**config.mk**
```make
export PLATFORM = sky130hd
export DESIGN_NAME = seq_alu
export DESIGN_NICKNAME = d
export VERILOG_FILES = /design/src/rtl/seq_alu_pkg.sv /design/src/rtl/seq_alu_muldiv.sv /design/src/rtl/seq_alu.sv
export SDC_FILE = /design/constraint.sdc
export NUM_CORES = 1
export LEC_CHECK = 0
export ABC_AREA = 1
export CORE_AREA = 2 2 197 393
export CTS_CLUSTER_DIAMETER = 100
export CTS_CLUSTER_SIZE = 28
export DETAILED_ROUTE_END_ITERATION = 10
export DIE_AREA = 0 0 199 395
export HOLD_SLACK_MARGIN = 0.03
export PLACE_DENSITY = 0.46
export SYNTH_ARGS = -nofsm -noshare
export SYNTH_HDL_FRONTEND = slang
export SYNTH_SLANG_ARGS = --single-unit
```
**constraint.sdc**
```tcl
create_clock -name clk -period 5.42 [get_ports clk]
set_clock_uncertainty 0.05 [all_clocks]
set_input_delay 1.084 -clock clk [delete_from_list [all_inputs] [get_ports clk]]
set_output_delay 1.084 -clock clk [all_outputs]
set_load 0.01 [all_outputs]
```
**src/rtl/seq_alu_pkg.sv**
```systemverilog
// seq_alu_pkg: shared definitions for the sequential ALU.
//   op_e    - operation codes carried on the 4-bit op input (13..15 are illegal)
//   state_e - control FSM encoding (IDLE / RUN / DONE)
//   is_iter - true for the ops handled by the iterative multiply/divide unit
package seq_alu_pkg;

   typedef enum logic [3:0] {
      OP_ADD = 4'd0,
      OP_SUB = 4'd1,
      OP_MUL = 4'd2,
      OP_DIV = 4'd3,
      OP_SHR = 4'd4,
      OP_SHL = 4'd5,
      OP_ROR = 4'd6,
      OP_ROL = 4'd7,
      OP_AND = 4'd8,
      OP_OR  = 4'd9,
      OP_NEG = 4'd10,
      OP_NOT = 4'd11,
      OP_INC = 4'd12
   } op_e;

   typedef enum logic [1:0] {
      S_IDLE = 2'd0,
      S_RUN  = 2'd1,
      S_DONE = 2'd2
   } state_e;

   function automatic logic is_iter(input logic [3:0] op);
      return (op == OP_MUL) || (op == OP_DIV);
   endfunction

endpackage

```
**src/rtl/seq_alu_muldiv.sv**
```systemverilog
// seq_alu_muldiv: iterative unsigned shift-add multiplier / restoring divider.
//   clk, reset  - clock and synchronous active-low reset
//   load        - capture a_in/b_in/is_div and clear the iteration counter
//   step        - perform one iteration (one bit of the operation)
//   is_div      - 1 selects division, 0 multiplication (captured on load)
//   a_in, b_in  - operands
//   last        - current step is the final (WIDTH-th) iteration
//   hi_nxt, lo_nxt - register contents after the current step; after the last
//                    step these are {product} or {remainder, quotient}
module seq_alu_muldiv
   import seq_alu_pkg::*;
#(
   parameter int unsigned WIDTH = 32
) (
   input  logic             clk,
   input  logic             reset,
   input  logic             load,
   input  logic             step,
   input  logic             is_div,
   input  logic [WIDTH-1:0] a_in,
   input  logic [WIDTH-1:0] b_in,
   output logic             last,
   output logic [WIDTH-1:0] hi_nxt,
   output logic [WIDTH-1:0] lo_nxt
);

   localparam int unsigned CW = $clog2(WIDTH) + 1;

   logic [WIDTH-1:0] hi_q, hi_d, lo_q, lo_d, b_q, b_d;
   logic [CW-1:0]    cnt_q, cnt_d;
   logic             div_q, div_d;
   logic [WIDTH:0]   sum, shifted;
   logic             fits;

   // Multiply: lo holds the remaining multiplier bits, hi the partial product;
   // each step adds b when lo[0] is set and shifts {carry,hi,lo} right by one.
   // Divide: {hi,lo} shifts left into the remainder; the quotient bit enters lo[0].
   always_comb begin
      sum     = {1'b0, hi_q} + (lo_q[0] ? {1'b0, b_q} : '0);
      shifted = {hi_q, lo_q[WIDTH-1]};
      fits    = (shifted >= {1'b0, b_q});
      if (div_q) begin
         hi_nxt = fits ? WIDTH'(shifted - {1'b0, b_q}) : shifted[WIDTH-1:0];
         lo_nxt = {lo_q[WIDTH-2:0], fits};
      end else begin
         hi_nxt = sum[WIDTH:1];
         lo_nxt = {sum[0], lo_q[WIDTH-1:1]};
      end
      last = (cnt_q == CW'(WIDTH - 1));
   end

   always_comb begin
      hi_d  = hi_q;
      lo_d  = lo_q;
      b_d   = b_q;
      cnt_d = cnt_q;
      div_d = div_q;
      if (load) begin
         hi_d  = '0;
         lo_d  = a_in;
         b_d   = b_in;
         cnt_d = '0;
         div_d = is_div;
      end else if (step) begin
         hi_d  = hi_nxt;
         lo_d  = lo_nxt;
         cnt_d = cnt_q + 1'b1;
      end
   end

   always_ff @(posedge clk) begin
      if (!reset) begin
         hi_q  <= '0;
         lo_q  <= '0;
         b_q   <= '0;
         cnt_q <= '0;
         div_q <= 1'b0;
      end else begin
         hi_q  <= hi_d;
         lo_q  <= lo_d;
         b_q   <= b_d;
         cnt_q <= cnt_d;
         div_q <= div_d;
      end
   end

endmodule

```
**src/rtl/seq_alu.sv**
```systemverilog
// seq_alu: sequential ALU with single-cycle ops and iterative MUL/DIV.
//   clk, reset            - clock and synchronous active-low reset
//   start, op, a, b       - request strobe, op code and operands
//   busy                  - high while an iterative op runs
//   done                  - one-cycle pulse, results/flags valid
//   result_hi, result_lo  - result words (held until the next done)
//   div_by_zero, illegal_op - status flags valid with done
module seq_alu
   import seq_alu_pkg::*;
#(
   parameter int unsigned WIDTH = 32
) (
   input  logic             clk,
   input  logic             reset,
   input  logic             start,
   input  logic [3:0]       op,
   input  logic [WIDTH-1:0] a,
   input  logic [WIDTH-1:0] b,
   output logic             busy,
   output logic             done,
   output logic [WIDTH-1:0] result_hi,
   output logic [WIDTH-1:0] result_lo,
   output logic             div_by_zero,
   output logic             illegal_op
);

   localparam int unsigned SW = $clog2(WIDTH);

   state_e             state_q, state_d;
   logic [WIDTH-1:0]   res_hi_q, res_hi_d, res_lo_q, res_lo_d;
   logic               dbz_q, dbz_d, ill_q, ill_d;
   logic               accept, iter_go;
   logic [WIDTH-1:0]   sc_hi, sc_lo;
   logic               sc_dbz, sc_ill;
   logic [2*WIDTH-1:0] rot_l, rot_r;
   logic               md_last;
   logic [WIDTH-1:0]   md_hi, md_lo;

   // DIV by zero resolves in one cycle; every other MUL/DIV iterates.
   assign accept  = start && (state_q != S_RUN);
   assign iter_go = accept && is_iter(op) && !((op == OP_DIV) && (b == '0));

   seq_alu_muldiv #(.WIDTH(WIDTH)) u_muldiv (
      .clk    (clk),
      .reset  (reset),
      .load   (iter_go),
      .step   (state_q == S_RUN),
      .is_div (op == OP_DIV),
      .a_in   (a),
      .b_in   (b),
      .last   (md_last),
      .hi_nxt (md_hi),
      .lo_nxt (md_lo)
   );

   // Rotations use a doubled operand so a zero amount naturally returns a.
   always_comb begin
      rot_l  = {a, a} << b[SW-1:0];
      rot_r  = {a, a} >> b[SW-1:0];
      sc_hi  = '0;
      sc_lo  = '0;
      sc_dbz = 1'b0;
      sc_ill = 1'b0;
      case (op)
         OP_ADD: sc_lo = a + b;
         OP_SUB: sc_lo = a - b;
         OP_DIV: begin
            sc_lo  = '1;
            sc_hi  = a;
            sc_dbz = 1'b1;
         end
         OP_SHR: sc_lo = (b >= WIDTH'(WIDTH)) ? '0 : (a >> b);
         OP_SHL: sc_lo = (b >= WIDTH'(WIDTH)) ? '0 : (a << b);
         OP_ROR: sc_lo = rot_r[WIDTH-1:0];
         OP_ROL: sc_lo = rot_l[2*WIDTH-1:WIDTH];
         OP_AND: sc_lo = a & b;
         OP_OR:  sc_lo = a | b;
         OP_NEG: sc_lo = '0 - a;
         OP_NOT: sc_lo = ~a;
         OP_INC: sc_lo = a + 1'b1;
         OP_MUL: sc_lo = '0;
         default: sc_ill = 1'b1;
      endcase
   end

   // FSM: state register
   always_ff @(posedge clk) begin
      if (!reset) state_q <= S_IDLE;
      else        state_q <= state_d;
   end

   // FSM: next state
   always_comb begin
      state_d = state_q;
      case (state_q)
         S_IDLE, S_DONE: begin
            if (iter_go)     state_d = S_RUN;
            else if (accept) state_d = S_DONE;
            else             state_d = S_IDLE;
         end
         S_RUN:   if (md_last) state_d = S_DONE;
         default: state_d = S_IDLE;
      endcase
   end

   // FSM: outputs
   always_comb begin
      busy = (state_q == S_RUN);
      done = (state_q == S_DONE);
   end

   // Result registers load only on the edge that enters DONE.
   always_comb begin
      res_hi_d = res_hi_q;
      res_lo_d = res_lo_q;
      dbz_d    = dbz_q;
      ill_d    = ill_q;
      if ((state_q == S_RUN) && md_last) begin
         res_hi_d = md_hi;
         res_lo_d = md_lo;
         dbz_d    = 1'b0;
         ill_d    = 1'b0;
      end else if (accept && !iter_go) begin
         res_hi_d = sc_hi;
         res_lo_d = sc_lo;
         dbz_d    = sc_dbz;
         ill_d    = sc_ill;
      end
   end

   always_ff @(posedge clk) begin
      if (!reset) begin
         res_hi_q <= '0;
         res_lo_q <= '0;
         dbz_q    <= 1'b0;
         ill_q    <= 1'b0;
      end else begin
         res_hi_q <= res_hi_d;
         res_lo_q <= res_lo_d;
         dbz_q    <= dbz_d;
         ill_q    <= ill_d;
      end
   end

   assign result_hi   = res_hi_q;
   assign result_lo   = res_lo_q;
   assign div_by_zero = dbz_q;
   assign illegal_op  = ill_q;

endmodule

```
==> impl.org <==
** Floorplan
- Die height :: 395 um
- Horiz. Die Dim :: 199 um
- # rows :: 143
- For this configuration, the core starts out at a cell density of 29.7%.
- The floorplan step defined a die boundary enclosing 0.0786 mm2.
- Core Region :: 0.0757 mm2
- Num ports :: 139

** Worst setup path
- Launching element of the worst setup path :: u_muldiv.lo_q[0]
- Minimum setup slack among reg-to-reg paths :: -10 ps
- At the worst endpoint, the arrival time is 5800 ps.
- Critical path peak fanout :: 11
- The worst setup path is of the flop to flop kind.
- The worst setup path is captured at a flop.
- Data on the critical path is required at its endpoint by 5790 ps.
- Measured in cells, the most critical reg-to-reg path has a length of 13.
- In this run the critical register-to-register path is launched from u_muldiv.lo_q[0].
- The worst register-to-register path ends at result_hi[20].
- The worst setup path is launched from a flop.

** Cells and area
- For this run, the share of the core covered by cells in the final layout is 35.6%.
- From synthesis to final layout, the design area changed by 19.6%.
- In the final layout, the share of cells above drive strength 1 is 8.29%.
- For this run, the post-layout net count is 4542.

** Synthesis
- Top cells by area, synth :: sky130_fd_sc_hd__nand2_1, sky130_fd_sc_hd__nand3_1, sky130_fd_sc_hd__dfxtp_1
- After synthesis, the share of cell area in mux cells is 0%.
- The synthesized netlist devotes 6.05% of its cell area to adder and majority cells.
- Asr flop ratio synth :: 0%
- In this run the cell area of the synthesized design comes to 0.0225 mm2.
- Synth Area in Simple Gates :: 46.6%
- By area, the combinational part of the netlist is dominated by simple AND/OR/NAND/NOR gates.
- The synthesized design contains 0 enable-type register cells.
- Synth Area in XOR/XNOR :: 0.895%
- Largest area contributor in the synthesized netlist :: sky130_fd_sc_hd__nand2_1
- Mean instance size in the synthesized netlist :: 5.41 um2
- Synthesis instantiated 53 different standard cells from the library.
- The synthesized design devotes to its leading area cell type 18.3% of total area.
- Synthesis inferred 171 register bits.
- After technology mapping, the gate count stands at 4163.
- In the synthesized netlist the dominant register cell turns out to be sky130_fd_sc_hd__dfxtp_1.
- The synthesized netlist devotes 19.9% of its cell area to compound gates.
- Share of synthesized area occupied by flip-flops and latches :: 15.2%
- During synthesis, Yosys emitted a total of 0 warnings.
- The number of nets handed over by synthesis was 4341.

** Min path
- In this run the worst hold path is classified as flop to flop.
- Counting instances, the worst hold path has a depth of 2.
- In this run the most critical hold path is launched from u_muldiv.b_q[9].
- For hold timing, the worst endpoint is u_muldiv.b_q[9].

** Place
- At the end of routability-driven placement, the weighted congestion stood at 1.12.
- The count of buffers added on input and output ports is 138.
- Worst setup timing slack at the placement stage :: -305 ps
- Final HPWL from detailed placement :: 142000 um

** Global routing
- First-pass GRT wire length :: 250000 um
- Initial antenna violation count :: 14
- Vias in the first global route :: 32600
- Total gr overflow :: 0
- Across every metal layer, demand over resource in global routing totals 45.5%.
- Entering global routing, the biggest net connects 93 pins.

** Clock tree
- CTS Hold Bufs :: 0
- CTS built an H-tree with a depth of 4.
- Clock tree synthesis selected as its root buffer the cell sky130_fd_sc_hd__clkbuf_16.
- Worst-path clk slew :: 80 ps
- Longest Clk Path Bufs :: 2
- Clock tree from TritonCTS :: built
- Number of sinks on the clock net :: 171
- Number of buffers inserted during clock tree synthesis :: 17
- Post_cts resized :: 0
- Number of buffers added for setup after CTS :: 0
- Clock latency on the worst-skew pair, taken at its later pin, is 510 ps.

** Flow run
- Max capacitance violation total :: 0

** STA
- Based on the critical path, the design can be clocked at up to 184 MHz.
- In this run the tightest slew margin relative to its limit is 4.51%.
- Setup violations remaining at the end of the flow were counted as 1.
- In the post-route analysis, the smallest setup slack over all paths is -9.57 ps.
- Clock period minus final worst setup slack :: 5430 ps
- Share of the clock period used by the worst path after layout :: 100%
- Final hold violation count :: 0
- Max-slew violations :: 0
- RSZ-0062 raised after global routing :: no
- For the pin with the worst max-slew slack, the measured transition is 1430 ps.

** Routing
- Remaining design rule violation count :: 0
- Wires add up to 178000 um.
- Final routed wire length divided by cell count :: 33.0 um
- Post-DR vias/cell :: 6.02
- The first routing iteration left 3002 violations.
- Routed Antenna Nets :: 0
- The routed layout has 32500 vias.
- The pre-antenna-repair detailed-routing pass consisted of 8 iterations.

** Power and ir drop
- The analysis attributes to cell leakage a power of 12.7 nW.
- Total Power Consumption :: 5.35 mW
- Maximum VDD drop :: 294 uV
- Cell area power density :: 199 mW/mm2

** Status
- The flow ran to the end, but the final reports show violations.
- The checks that failed: setup timing.
[worst max path at each step]
stage / end / slack [ps]
floorplan: result_lo[31] / 1260
global placement: result_lo[31] / -340
detailed placement: result_lo[31] / -300
CTS: result_lo[31] / 200
global route: result_lo[17] / 20
finish: result_hi[20] / -10
[placed cells by master (no fill, tap or decap), drive strengths merged, types with 4 or more instances in the layout]
| cell type | Yosys | routed |
|---|---|---|
| inv | 411 | 419 |
| o22ai | 6 | 6 |
| nand4 | 111 | 111 |
| o31ai | 4 | 4 |
| nor3 | 45 | 45 |
| nor4 | 16 | 16 |
| a211oi | 5 | 5 |
| o21a | 9 | 9 |
| a21oi | 346 | 346 |
| a21o | 9 | 9 |
| clkinv | 2 | 8 |
| a311oi | 7 | 7 |
| clkdlybuf4s50 | 0 | 133 |
| nand3 | 693 | 693 |
| o211ai | 15 | 15 |
| ha | 104 | 104 |
| a31oi | 17 | 17 |
| a221oi | 31 | 31 |
| nor2 | 411 | 411 |
| or2 | 13 | 13 |
| xnor2 | 5 | 5 |
| o21bai | 17 | 17 |
| o21ai | 324 | 324 |
| xor2 | 18 | 18 |
| diode | 0 | 9 |
| buf | 104 | 271 |
| dfxtp | 171 | 171 |
| nand2 | 1102 | 1102 |
| nand3b | 12 | 12 |
| and2 | 6 | 6 |
| a21boi | 12 | 12 |
| clkbuf | 118 | 18 |
| o2111ai | 6 | 6 |
[final cells by class]
type,instances,area (um2)
sequential,171,3430
multi-input combinational,3357,16600
clock inverter,14,165
antenna,9,22.5
fill,8847,48800
inverter,413,1550
tap,1015,1270
clock buffer,18,439
timing repair buffer,404,3460
[where the power goes]
part | internal, mW | switching, mW
clock network | 0.636 | 0.719
registers | 1.31 | 0.0604
logic | 0.734 | 1.89
total | 2.68 | 2.67
[registers in the layout, indices dropped and copies added, names as in the netlist]
signal,cells
div_by_zero,1
illegal_op,1
result_hi,32
result_lo,32
state_q,2
u_muldiv.b_q,32
u_muldiv.cnt_q,6
u_muldiv.div_q,1
u_muldiv.hi_q,32
u_muldiv.lo_q,32
[synth_stat cells (all sizes together) (2+ instances only)]
| cell type | instances |
|---|---|
| and3 | 2 |
| nor3b | 2 |
| a31oi | 17 |
| a21oi | 346 |
| xor2 | 18 |
| o2111ai | 6 |
| inv | 411 |
| a311oi | 7 |
| a21o | 9 |
| ha | 104 |
| nand3b | 12 |
| fa | 3 |
| o31ai | 4 |
| nand4 | 111 |
| a21boi | 12 |
| nor3 | 45 |
| a221oi | 31 |
| nor2 | 411 |
| and2 | 6 |
| o22ai | 6 |
| o211ai | 15 |
| buf | 104 |
| xnor2 | 5 |
| nand2 | 1102 |
| o2111a | 2 |
| o221ai | 2 |
| clkbuf | 118 |
| nand3 | 693 |
| or2 | 13 |
| a211oi | 5 |
| o21a | 9 |
| nor4 | 16 |
| dfxtp | 171 |
| clkinv | 2 |
| o21ai | 324 |
| o21bai | 17 |
[through the flow]
stage	TNS, ps	instance area, um2	hold slack [ps]	instances
detailed placement	-1310	26300	422	5358
floorplan	0	22500	400	4163
finish	-9.57	26900	433	5401
CTS	0	26900	433	5390
global route	0	26900	453	5395
global placement	-1140	26300	416	5358
[routing by layer]
metal,global-route usage (%),wire length (um),share of wire [%]
met5,0.0639,73,0.041
met4,54.6,27000,15
met3,10.4,11800,6.6
met1,40.6,53700,30
met2,77.3,85800,48
[cells by family after synthesis]
kind of cell / after synthesis
AND/OR/NAND/NOR: 2413
AO/OA/AOI/OAI: 814
buffers and inverters: 635
flip-flops: 171
adder cells (fa/ha/maj): 107
XOR/XNOR: 23
[worst max-delay path, cell delays in order (launching register included)]
cell and delay (ps):
sky130_fd_sc_hd__dfxtp_1 880, sky130_fd_sc_hd__buf_4 340, sky130_fd_sc_hd__nand2_1 90, sky130_fd_sc_hd__inv_1 60, sky130_fd_sc_hd__ha_1 280, sky130_fd_sc_hd__a21oi_1 690
sky130_fd_sc_hd__o21ai_0 410, sky130_fd_sc_hd__a21oi_1 1180, sky130_fd_sc_hd__nand3_1 660, sky130_fd_sc_hd__a21oi_1 280, sky130_fd_sc_hd__o21ai_0 100, sky130_fd_sc_hd__nand3_1 130
sky130_fd_sc_hd__nand2_1 60, sky130_fd_sc_hd__a21oi_1 140
(Power assumes the default switching activity.)
